`config.mk`:
```
export PLATFORM = sky130hd
export DESIGN_NAME = sport_slave_rx_flat
export DESIGN_NICKNAME = d
export VERILOG_FILES = /design/src/rtl/sport_slave_rx_if.sv /design/src/rtl/sport_slave_rx.sv /design/src/flat_wrapper.sv
export SDC_FILE = /design/constraint.sdc
export NUM_CORES = 1
export LEC_CHECK = 0
export ABC_AREA = 1
export BUFFER_PORTS_ARGS = -buffer_cell sky130_fd_sc_hd__buf_4
export CAP_MARGIN = 20
export CORE_MARGIN = 5
export CORE_UTILIZATION = 54
export CTS_CLUSTER_SIZE = 16
export DETAILED_ROUTE_END_ITERATION = 7
export PLACE_DENSITY = 0.84
export SLEW_MARGIN = 20
export SYNTH_ARGS = -nofsm -noshare
export SYNTH_HDL_FRONTEND = slang
export SYNTH_SLANG_ARGS = --single-unit
```
`constraint.sdc`:
```
create_clock -name DSPCLK -period 2.6 [get_ports DSPCLK]
set_input_delay 0.52 -clock DSPCLK [delete_from_list [all_inputs] [get_ports DSPCLK]]
set_output_delay 0.52 -clock DSPCLK [all_outputs]
set_load 0.03 [all_outputs]
```
`src/rtl/sport_slave_rx_if.sv`:
```
// sport_slave_rx_if: pins, static configuration and holding-register status of the SPORT slave receiver
interface sport_slave_rx_if #(parameter int WMAX = 16);
  logic SP_EN, SCLK_PIN, RFS_PIN, DR_PIN, INVSCLK, INVRFS, MSB_FIRST, RX_RD;
  logic [4:0] SLEN;
  logic [1:0] FSD;
  logic [WMAX-1:0] RX_DATA;
  logic RX_FULL, RX_VALID, RX_OVF, FS_ERR, SCLK_LOST;
  modport master(
    output SP_EN, SCLK_PIN, RFS_PIN, DR_PIN, INVSCLK, INVRFS, MSB_FIRST, RX_RD, SLEN, FSD,
    input RX_DATA, RX_FULL, RX_VALID, RX_OVF, FS_ERR, SCLK_LOST
  );
  modport slave(
    input SP_EN, SCLK_PIN, RFS_PIN, DR_PIN, INVSCLK, INVRFS, MSB_FIRST, RX_RD, SLEN, FSD,
    output RX_DATA, RX_FULL, RX_VALID, RX_OVF, FS_ERR, SCLK_LOST
  );
endinterface

```
`src/rtl/sport_slave_rx.sv`:
```
// sport_slave_rx: oversampling SPORT slave receiver with single-entry holding register
module sport_slave_rx #(
  parameter int TIMEOUT = 255,
  parameter int WMAX = 16
) (
  input logic DSPCLK,
  input logic RST,
  sport_slave_rx_if.slave bus
);
  typedef enum logic [1:0] {IDLE, DELAY, SHIFT} state_t;
  state_t state, state_n;
  logic sclk_s1, sclk_s2, sclk_h, rfs_s1, rfs_s2, dr_s1, dr_s2, fs_prev, done, done_n;
  logic se, fs, start, final_bit, timeout, fs_err_set, lost_set;
  logic [1:0] dcnt, dcnt_n;
  logic [4:0] bitcnt, bitcnt_n, len;
  logic [WMAX-1:0] sreg, sreg_n, word, word_n;
  logic [15:0] wdog;
  assign se = (sclk_s2 ^ bus.INVSCLK) & ~(sclk_h ^ bus.INVSCLK);
  assign fs = rfs_s2 ^ bus.INVRFS;
  assign start = se & fs & ~fs_prev;
  assign len = bus.SLEN < 5'd2 ? 5'd3 : bus.SLEN > 5'd15 ? 5'd16 : bus.SLEN + 5'd1;
  assign final_bit = bitcnt == len - 5'd1;
  assign timeout = state != IDLE && wdog == 16'(TIMEOUT);
  // the completed word is latched into word_n before a same-edge frame start reuses sreg_n
  always_comb begin
    state_n = state;
    dcnt_n = dcnt;
    bitcnt_n = bitcnt;
    sreg_n = sreg;
    word_n = word;
    done_n = 1'b0;
    fs_err_set = 1'b0;
    lost_set = 1'b0;
    if (!bus.SP_EN) state_n = IDLE;
    else if (timeout) begin
      state_n = IDLE;
      lost_set = 1'b1;
    end else if (se) begin
      if (state == DELAY && !start) begin
        dcnt_n = dcnt - 2'd1;
        if (dcnt == 2'd1) begin
          state_n = SHIFT;
          bitcnt_n = 5'd1;
          sreg_n = WMAX'(dr_s2);
        end
      end else if (state == SHIFT && !(start && !final_bit)) begin
        bitcnt_n = bitcnt + 5'd1;
        sreg_n = bus.MSB_FIRST ? {sreg[WMAX-2:0], dr_s2} : sreg | (WMAX'(dr_s2) << bitcnt);
        if (final_bit) begin
          state_n = IDLE;
          done_n = 1'b1;
          word_n = sreg_n;
        end
      end
      if (start) begin
        fs_err_set = state == DELAY || (state == SHIFT && !final_bit);
        state_n = bus.FSD == 2'd0 ? SHIFT : DELAY;
        dcnt_n = bus.FSD;
        bitcnt_n = 5'd1;
        sreg_n = WMAX'(dr_s2);
      end
    end
  end
  always_ff @(posedge DSPCLK or posedge RST) begin
    if (RST) begin
      {sclk_s1, sclk_s2, sclk_h, rfs_s1, rfs_s2, dr_s1, dr_s2, fs_prev, done} <= '0;
      state <= IDLE;
      dcnt <= '0;
      bitcnt <= '0;
      sreg <= '0;
      word <= '0;
      wdog <= '0;
      bus.RX_DATA <= '0;
      {bus.RX_FULL, bus.RX_VALID, bus.RX_OVF, bus.FS_ERR, bus.SCLK_LOST} <= '0;
    end else begin
      {sclk_s1, sclk_s2, sclk_h} <= {bus.SCLK_PIN, sclk_s1, sclk_s2};
      {rfs_s1, rfs_s2} <= {bus.RFS_PIN, rfs_s1};
      {dr_s1, dr_s2} <= {bus.DR_PIN, dr_s1};
      state <= state_n;
      dcnt <= dcnt_n;
      bitcnt <= bitcnt_n;
      sreg <= sreg_n;
      word <= word_n;
      done <= done_n;
      fs_prev <= !bus.SP_EN ? 1'b1 : se ? fs : fs_prev;
      wdog <= (state == IDLE || se) ? 16'd0 : wdog == 16'hffff ? wdog : wdog + 16'd1;
      bus.RX_VALID <= bus.SP_EN & done & (~bus.RX_FULL | bus.RX_RD);
      if (!bus.SP_EN) {bus.RX_FULL, bus.RX_OVF, bus.FS_ERR, bus.SCLK_LOST} <= '0;
      else begin
        if (done && (!bus.RX_FULL || bus.RX_RD)) begin
          bus.RX_DATA <= word;
          bus.RX_FULL <= 1'b1;
        end else if (done) bus.RX_OVF <= 1'b1;
        else if (bus.RX_RD) bus.RX_FULL <= 1'b0;
        if (fs_err_set) bus.FS_ERR <= 1'b1;
        if (lost_set) bus.SCLK_LOST <= 1'b1;
      end
    end
  end
endmodule

```
`src/flat_wrapper.sv`:
```
// flat-port wrapper written by rule: the top's interface ports become plain ports
module sport_slave_rx_flat 
#(
  parameter int TIMEOUT = 255,
  parameter int WMAX = 16
)
  (DSPCLK, RST, bus_SP_EN, bus_SCLK_PIN, bus_RFS_PIN, bus_DR_PIN, bus_INVSCLK, bus_INVRFS, bus_MSB_FIRST, bus_RX_RD, bus_SLEN, bus_FSD, bus_RX_DATA, bus_RX_FULL, bus_RX_VALID, bus_RX_OVF, bus_FS_ERR, bus_SCLK_LOST);
  sport_slave_rx_if #(.WMAX(WMAX)) bus_i ();
  input logic DSPCLK;
  input logic RST;
  input wire logic [$bits(bus_i.SP_EN)-1:0] bus_SP_EN;
  input wire logic [$bits(bus_i.SCLK_PIN)-1:0] bus_SCLK_PIN;
  input wire logic [$bits(bus_i.RFS_PIN)-1:0] bus_RFS_PIN;
  input wire logic [$bits(bus_i.DR_PIN)-1:0] bus_DR_PIN;
  input wire logic [$bits(bus_i.INVSCLK)-1:0] bus_INVSCLK;
  input wire logic [$bits(bus_i.INVRFS)-1:0] bus_INVRFS;
  input wire logic [$bits(bus_i.MSB_FIRST)-1:0] bus_MSB_FIRST;
  input wire logic [$bits(bus_i.RX_RD)-1:0] bus_RX_RD;
  input wire logic [$bits(bus_i.SLEN)-1:0] bus_SLEN;
  input wire logic [$bits(bus_i.FSD)-1:0] bus_FSD;
  output wire logic [$bits(bus_i.RX_DATA)-1:0] bus_RX_DATA;
  output wire logic [$bits(bus_i.RX_FULL)-1:0] bus_RX_FULL;
  output wire logic [$bits(bus_i.RX_VALID)-1:0] bus_RX_VALID;
  output wire logic [$bits(bus_i.RX_OVF)-1:0] bus_RX_OVF;
  output wire logic [$bits(bus_i.FS_ERR)-1:0] bus_FS_ERR;
  output wire logic [$bits(bus_i.SCLK_LOST)-1:0] bus_SCLK_LOST;
  assign bus_i.SP_EN = bus_SP_EN;
  assign bus_i.SCLK_PIN = bus_SCLK_PIN;
  assign bus_i.RFS_PIN = bus_RFS_PIN;
  assign bus_i.DR_PIN = bus_DR_PIN;
  assign bus_i.INVSCLK = bus_INVSCLK;
  assign bus_i.INVRFS = bus_INVRFS;
  assign bus_i.MSB_FIRST = bus_MSB_FIRST;
  assign bus_i.RX_RD = bus_RX_RD;
  assign bus_i.SLEN = bus_SLEN;
  assign bus_i.FSD = bus_FSD;
  assign bus_RX_DATA = bus_i.RX_DATA;
  assign bus_RX_FULL = bus_i.RX_FULL;
  assign bus_RX_VALID = bus_i.RX_VALID;
  assign bus_RX_OVF = bus_i.RX_OVF;
  assign bus_FS_ERR = bus_i.FS_ERR;
  assign bus_SCLK_LOST = bus_i.SCLK_LOST;
  sport_slave_rx #(.TIMEOUT(TIMEOUT), .WMAX(WMAX)) u_core (.DSPCLK(DSPCLK), .RST(RST), .bus(bus_i));
endmodule
```
# Word level (Yosys, flattened, before mapping)
# Index checks and enable logic that the tools add are counted.
# totals
reg_bits	87
input_bits	17
out_inout_bits	21
elab_cells	137
# classes
addsub	5
order_cmp	2
n_eq_ne	19
shifts	1
muxes	49
bitwise_logic	15
n_reduce_logical	25
# op_table
op	n
2-to-1 mux 16 bit	7
2-to-1 mux 5 bit	6
2-to-1 mux 1 bit	25
2-to-1 mux 2 bit	11
adder 16 x 1 -> 16 bit, second input constant	1
equality test 16 bit, second input constant	1
equality test 16 x 8 -> 1 bit, second input constant	1
bitwise OR 16 bit	1
left shift 1 x 5 -> 16 bit	1
adder 5 x 1 -> 5 bit, second input constant	2
inequality test 2 x 1 -> 1 bit, second input constant	5
inequality test 5 x 1 -> 1 bit, second input constant	2
AND reduction 4 bit	2
logical AND 1 bit	6
inequality test 3 x 1 -> 1 bit, second input constant	2
AND reduction 2 bit	3
AND reduction 6 bit	1
bitwise AND 1 bit	5
equality test 5 bit	1
> comparator 5 x 4 -> 1 bit, second input constant	1
less-than comparator 5 x 2 -> 1 bit, second input constant	1
inequality test 5 x 3 -> 1 bit, second input constant	1
NOT 1 bit	5
AND reduction 5 bit	1
other kinds (14)	24

# Longest topological paths before layout
# Gate-level depths: netlist of the first run.
# depth
word_depth	15
ltp_mapped	21
ltp_nobuf	21

# Worst setup path before layout of the first run
# OpenSTA, ideal clock, no wires.
# synth_path
kind	input-to-reg
from	input port bus_SLEN[0]
to	register u_core.word[10]
setup_ns	0.127
arrival_time_ns	2.460
path_slack_ns	0.013
stages	18
n_path_buf	1
path_cell_list	ha_1 nand2_1 nor2_1 ha_1 inv_1 nand2_4 nand2_2 nand2_2 inv_1 ha_1 xor2_1 nand3_1 nor2_2 and3_4 nand3_4 buf_6 nand2_2 o21ai_2
# synth_via
elab_chain_len	10
elab_cells_between_ends	12
cone_classes	add/sub (2); order compare (2); eq/ne (1); mux (2); reduce/logical (5)
# synth_rtl
item	line_no	rtl
start, declared	flat_wrapper.sv:19	input wire logic [$bits(bus_i.SLEN)-1:0] bus_SLEN;
adder 5 x 1 -> 5 bit or > comparator 5 x 4 -> 1 bit (tied branches)	sport_slave_rx.sv:21	assign len = bus.SLEN < 5'd2 ? 5'd3 : bus.SLEN > 5'd15 ? 5'd16 : bus.SLEN + 5'd1;
2-to-1 mux 5 bit	sport_slave_rx.sv:21	
2-to-1 mux 5 bit *	sport_slave_rx.sv:21	
subtractor 5 x 1 -> 5 bit *	sport_slave_rx.sv:22	assign final_bit = bitcnt == len - 5'd1;
equality test 5 bit *	sport_slave_rx.sv:22	
zero test 1 bit	sport_slave_rx.sv:46	end else if (state == SHIFT && !(start && !final_bit)) begin
logical AND 1 bit	sport_slave_rx.sv:46	
zero test 1 bit	sport_slave_rx.sv:46	
logical AND 1 bit	sport_slave_rx.sv:46	
AND reduction 6 bit (no line) *	-	
end signal, assigned	sport_slave_rx.sv:83	word <= word_n;
end, declared	sport_slave_rx.sv:16	logic [WMAX-1:0] sreg, sreg_n, word, word_n;
# Every way passes the cells marked *; elsewhere a longest branch is shown, timed or not.
# A chain may end at the register's enable or synchronous reset.

# Worst setup path in the final report of the first run
# layout_path
from	input port bus_SLEN[0]
to	register u_core.word[14]
# The elaborated chain is that of the path after synthesis.

==> metrics.txt, run 1 <==
hold_buf cts 0; Area Growth Syn to Fin 15.5%; Yosys top cell area share 49.0%; status completed; CP max-delay cell ha_1; actual slew at the worst max-slew pin 0.709 ns; Layout fillers 686; Non-Filler Instances 703; Synth Register Bits 87; register area share after synthesis 49.0%; Inserted Clock Buffers 9; max-capacitance violation count 0; proportion of layout cells with a drive suffix above 1 21.4%; Net count, final 616; io pins 38; synth cell count leaders nand2_1 (144), dfrtp_1 (87), inv_1 (56); Inst Count DP 687; H-tree Lvls 3; Post-synth ARST share 100%; Overflow after GRT 0; # diodes 0; Synth cell types 40; Buf/Inv on CP 4; Avg Inst Size Synth 8.16 um^2; initial core utilization 54.9%; largest net degree at the start of global routing 35; fmax 410 MHz; Post-Syn Nets 567; Crit Path Class primary input to flop; WP data arrival 2.68 ns; vias per cell 5.20; min cycle time layout 2.44 ns; clk slew on worst S/H paths 0.09 ns; relative slew slack 52.7%; VDD IR max 290 uV; Clock Latency Late Sink 0.36 ns; crit-path max FO 33; first-pass GRT wire length 15.7 mm; Worst Slack Setup Final 0.162 ns; Post-synth EDFFs 0; FF+latch area 2180 um^2; crit-path most repeated cell ha_1; TritonCTS clock tree built; cell with the most instances after synthesis nand2_1; Final Hold Vio Count 0; Antenna Violating Nets Remaining 0; ys flop type dfrtp_1; Remaining DRCs 0; Slew Limit Fails 0; IO Port Bufs 37; CP Launch Type primary input; Root Driver clkbuf_8; via count 3,655; Pre-antenna DRT Iters 5; Die X-Extent 101 um; Final setup viols 0; Mapped Area 4440 um^2; die area 10,100 um^2; yosys warns 0; # rows 33; top cell family by delay on the critical path simple AND/OR/NAND/NOR gates; crit path cell chain buf_4, ha_1, nand2_1, nor2_1, ha_1, inv_1, nand2_4, nand2_2, nand2_2, inv_1, ha_1, xor2_1, nand3_1, nor2_2, and3_4, nand3_4, buf_12, nand2_1, o21ai_2; unrepaired setup endpoints after global routing false; vias in the first global route 3,612; Vert. Die Dim 101 um; top cells by area, synth dfrtp_1 (49%), nand2_1 (12%), inv_1 (4.7%); pre-CTS setup slack -0.259 ns; Final period util 93.8%; GP Congestion 0.860; Power per Cell Area 686 nW/um^2; post-synth top area cell dfrtp_1; core box area 8090 um^2; Worst Path Required 2.85 ns; CP Capture Type flop; Clock Path Buffers 2; Worst path max stage delay 0.23 ns; GRT Overall Usage 18.9%; Static Leak 2.56 nW; final total power 3.52 mW; area of the multi-input gates 1930 um^2; initial antenna violation count 0; Hold WC Path Type primary input to flop; Worst Skew 0.00416 ns; postcts setup bufs 0; Initial DRC Count 236; Post-Syn Instances 544; WL per Instance 12.3 um; clk sink count 87; detailed placer's ending HPWL 6.55 mm; wirelength, routed 8.64 mm
-- per-layer routing --
layer | global-route usage, % | share of wire [%]
met4 | 6.84 | 1.9
met5 | 0 | 0
met1 | 24.5 | 44
met3 | 3.74 | 5.2
met2 | 31.4 | 49
-- registers in the layout, indices dropped and copies added (netlist names), 2 cells and up --
signal,count
u_core.bus.RX_DATA,16
u_core.sreg,16
u_core.wdog,16
u_core.word,16
u_core.bitcnt,5
u_core.dcnt,2
u_core.state,2
-- cell type report --
cell class                 count  share of cell area [%]
clock buffer                   9                    2.42
clock inverter                 7                    1.56
inverter                      63                    4.68
sequential                    87                    42.4
tap                          105                    2.56
multi-input combinational    378                    37.7
timing repair buffer          54                    8.64
-- placed cells by master (no fill, tap or decap), types with 2 or more instances in the layout --
master      Yosys  layout
nand2_1       144     144
dfrtp_1        87      87
inv_1          56      55
buf_4           1      51
nor2_1         44      44
o21ai_0        39      39
nand3_1        32      32
nand2_2        22      21
o21ai_2        16      16
o21ai_1        14      14
a21oi_1        12      12
nor3_1          9       9
clkbuf_8        0       9
inv_2           6       6
ha_1            6       6
nor2_2          5       5
clkinvlp_4      0       5
xor2_1          4       4
a31oi_1         4       4
nor4_1          3       3
nand4_1         3       3
buf_12          0       3
xnor2_1         2       2
o21bai_1        2       2
o2111ai_1       2       2
nand2_4         1       2
and3_1          2       2
o211ai_1        2       2
-- worst reg2reg max path: stages (launching register included) --
cell and delay (ns):
dfrtp_1 0.42, ha_1 0.23, nand2_1 0.11, inv_2 0.04, nand4_2 0.08, nor2_2 0.07, nand2_1 0.12, nor2_2 0.07
nand2_2 0.12, nand2_1 0.06, nor2_1 0.22, nand2_1 0.11, nor3_1 0.34, a21oi_1 0.12, nor2_1 0.10
-- worst paths after layout --
path	cells past startpoint	to	slack, ns	startpoint
max in group asynchronous	3	u_core.sreg[8]$_DFFE_PP0P_	1.60	RST
max reg2reg	14	u_core.wdog[13]$_DFFE_PP0P_	0.31	u_core.wdog[0]$_DFFE_PP0P_
min reg2reg	0	u_core.dr_s2$_DFF_PP0_	0.35	u_core.dr_s1$_DFF_PP0_
min in group asynchronous	2	u_core.bus.RX_FULL$_DFFE_PP0P_	0.27	RST
max	19	u_core.word[14]$_DFFE_PP0P_	0.16	bus_SLEN[0]
min	1	u_core.rfs_s1$_DFF_PP0_	0.26	bus_RFS_PIN
-- power by group --
group,switching (mW),internal [mW]
clock network,0.514,0.453
registers,0.152,1.55
logic,0.543,0.311
-- kinds of logic after synthesis --
logic type	share of synthesized area, %
XOR/XNOR	1.18
adder cells (fa/ha/maj)	1.69
flip-flops	49.0
AO/OA/AOI/OAI	12.9
buffers and inverters	7.69
multiplexers	0.254
AND/OR/NAND/NOR	27.3
-- what timing repair did --
action,CTS,global route
endpoints found under the hold margin,0,0
gates resized for setup,0,2
endpoints found under the setup margin,0,5
-- metrics by stage --
stage / utilization [%] / instance area [um^2] / hold WS (ns) / setup TNS (ns)
after CTS: 63.2 / 5120 / 0.252 / 0
final: 63.4 / 5130 / 0.264 / 0
after floorplan: - / 4440 / 0.331 / 0
after global placement: 60.7 / 4910 / 0.334 / -2.36
after detailed placement: 60.7 / 4910 / 0.335 / -4.02
after global routing: 63.4 / 5130 / 0.249 / 0
Note: power is estimated with default switching activity, not from simulation.
==> run 2, diff against run 1 <==
CAP_MARGIN = 15   (was 20)
CORE_UTILIZATION = 60   (was 54)
PLACE_DENSITY = 0.88   (was 0.84)
clock period = 2.7 ns   (was 2.6 ns; I/O delays follow)
==> metrics.txt, run 2 (synthesized netlist as in run 1, its figures left out) <==
status completed; relative slew slack 49.8% (-2.9 points); Final period util 91.7%; IO Port Bufs 37 (unchanged); GP Congestion 0.882 (+2.6%); Worst Skew 0.0113 ns (+0.00712 ns); Int Pwr 2.32 mW (+0.32%); Worst R2R End u_core.wdog[13]$_DFFE_PP0P_; core box area 7210 um^2 (-11%); WL per Instance 13.2 um (+7.8%); Crit Path Class primary input to flop; reg2reg start u_core.wdog[0]$_DFFE_PP0P_; Pre-antenna DRT Iters 5 (unchanged); Hold WC Path Type primary input to async pin; Overflow after GRT 0 (unchanged); Flop pwr share 46.9% (-1.4 points); top cell family by delay on the critical path simple AND/OR/NAND/NOR gates; vias per cell 5.37 (+3.3%); # diodes 0 (unchanged); initial core utilization 61.5% (+6.7 points); CP Capture Type flop; Vert. Die Dim 96.0 um (-4.6%); Root Driver clkbuf_8; wirelength, routed 9.22 mm (+6.7%); clk sink count 87 (unchanged); WP data arrival 2.73 ns (+0.05 ns); fmax 404 MHz; VDD IR max 391 uV (+35%); most frequent cells in the layout nand2_1 (144), dfrtp_1 (87), inv_1 (55), buf_4 (51), nor2_1 (44); critical path depth 22 (+3); CP max-delay cell ha_1; H-tree Lvls 3 (unchanged); Initial DRC Count 345 (+46%); GRT Overall Usage 21.5% (+2.7 points); Net count, final 615 (-0.16%); Register-to-Register Path Depth 14 (unchanged); Final Hold Vio Count 0 (unchanged); Layout fillers 548 (-20%); Clock Path Buffers 2 (unchanged); via count 3,738 (+2.3%); postcts setup bufs 0 (unchanged); Remaining DRCs 0 (unchanged); Die X-Extent 96.0 um (-4.6%); Slew Limit Fails 0 (unchanged); unrepaired setup endpoints after global routing false; # rows 31 (-6.1%); Worst Slack Setup Final 0.223 ns (+0.0607 ns); Area Growth Syn to Fin 15.4%; final total power 3.51 mW (-0.18%); die area 9220 um^2 (-9.0%); Power per Cell Area 686 nW/um^2 (about the same); Clock Latency Late Sink 0.36 ns (about the same); detailed placer's ending HPWL 6.60 mm (+0.86%); initial antenna violation count 0 (unchanged); sw frac 34.0% (-0.33 points); crit path cell chain buf_4, ha_1, nand2_1, nor2_1, ha_1, inv_1, nand2_4, nand2_2, nand2_2, inv_1, ha_2, inv_1, nand2_2, nand2_1, nand2_1, nand2_1, nor2_2, and3_4, nand3_4, buf_12, nand2_2, o21ai_2; Comb power frac 23.7% (-0.5 points); most common cell after layout, fill and taps aside nand2_1; max-capacitance violation count 0 (unchanged); largest net degree at the start of global routing 33 (-5.7%); Clk pwr share 29.5% (+2.0 points); Final setup viols 0 (unchanged); Worst path max stage delay 0.20 ns (-0.03 ns); Inserted Clock Buffers 9 (unchanged); min cycle time layout 2.48 ns; Worst Path Required 2.95 ns (+0.10 ns); proportion of layout cells with a drive suffix above 1 21.4% (+0.036 points); crit-path max FO 28 (-15%); Buf/Inv on CP 5 (+1); vias in the first global route 3,538 (-2.0%); switching power 1.19 mW (-1.1%); TritonCTS clock tree built; actual slew at the worst max-slew pin 0.752 ns (+0.0437 ns); CP Launch Type primary input; flop2flop setup slack 0.30 ns (about the same); Static Leak 2.57 nW (+0.58%); clk slew on worst S/H paths 0.10 ns (about the same); io pins 38 (unchanged); first-pass GRT wire length 15.6 mm (-1.1%); Antenna Violating Nets Remaining 0 (unchanged); pre-CTS setup slack -0.140 ns (+0.119 ns)
==> run 2: area by class of cell <==
type                    count  area, um^2  area share, %
well taps                  99         124           2.42
clock buffers               9         124           2.42
inverters                  63         240           4.69
repair buffers             53         423           8.26
multi-input cells         378        1930           37.7
clock inverters             7         103           2.00
flip-flops and latches     87        2180           42.5
==> run 2: how the worst max path moves through the flow <==
stage / from / endpoint
after CTS: bus_SLEN[0] / u_core.word[10]$_DFFE_PP0P_
after floorplan: bus_SLEN[0] / u_core.word[10]$_DFFE_PP0P_
after global routing: bus_SLEN[0] / u_core.word[10]$_DFFE_PP0P_
after detailed placement: bus_SLEN[0] / u_core.word[11]$_DFFE_PP0P_
after global placement: bus_SLEN[0] / u_core.word[3]$_DFFE_PP0P_
final: bus_SLEN[0] / u_core.word[10]$_DFFE_PP0P_
==> run 2: power groups by stage <==
stage / Combinational (mW) / Clock (mW) / Sequential (mW)
floorplan: 0.676 / 0 / 1.60
global route: 0.954 / 1.11 / 1.66
finish: 0.831 / 1.03 / 1.65
detailed placement: 0.812 / 0 / 1.66
CTS: 0.822 / 1.04 / 1.64
global placement: 0.776 / 0 / 1.65
==> run 2: metal layers <==
metal	global-route usage, %	up-vias	routed length, um
li1	-	1851	-
met1	27.7	1723	4070
met2	35.6	142	4450
met3	3.60	22	500
met4	9.95	0	194
met5	0	-	0
==> run 2: worst register-to-register path, cell delays in order (launching register included) <==
cell	delay, ns
dfrtp_1	0.42
ha_1	0.24
nand2_1	0.11
inv_2	0.04
nand4_2	0.08
nor2_2	0.08
nand2_1	0.12
nor2_2	0.07
nand2_2	0.13
nand2_1	0.08
nor2_1	0.25
nand2_1	0.13
nor3_1	0.35
a21oi_1	0.12
nor2_1	0.12
==> run 2: what timing repair did <==
item                       in CTS  in global routing
gates resized for setup         0                  2
hold buffers                    0                  0
setup endpoints to repair       0                 14
==> run 2: stage by stage <==
step / hold slack [ns] / util [%] / setup TNS, ns / cell area, um^2 / instances
finish: 0.161 / 71.0 / 0 / 5120 / 696
CTS: 0.166 / 70.8 / 0 / 5110 / 696
global route: 0.177 / 71.0 / 0 / 5120 / 696
detailed placement: 0.336 / 67.7 / -1.96 / 4880 / 680
global placement: 0.333 / 67.7 / -0.810 / 4880 / 680
floorplan: 0.331 / - / 0 / 4440 / 544
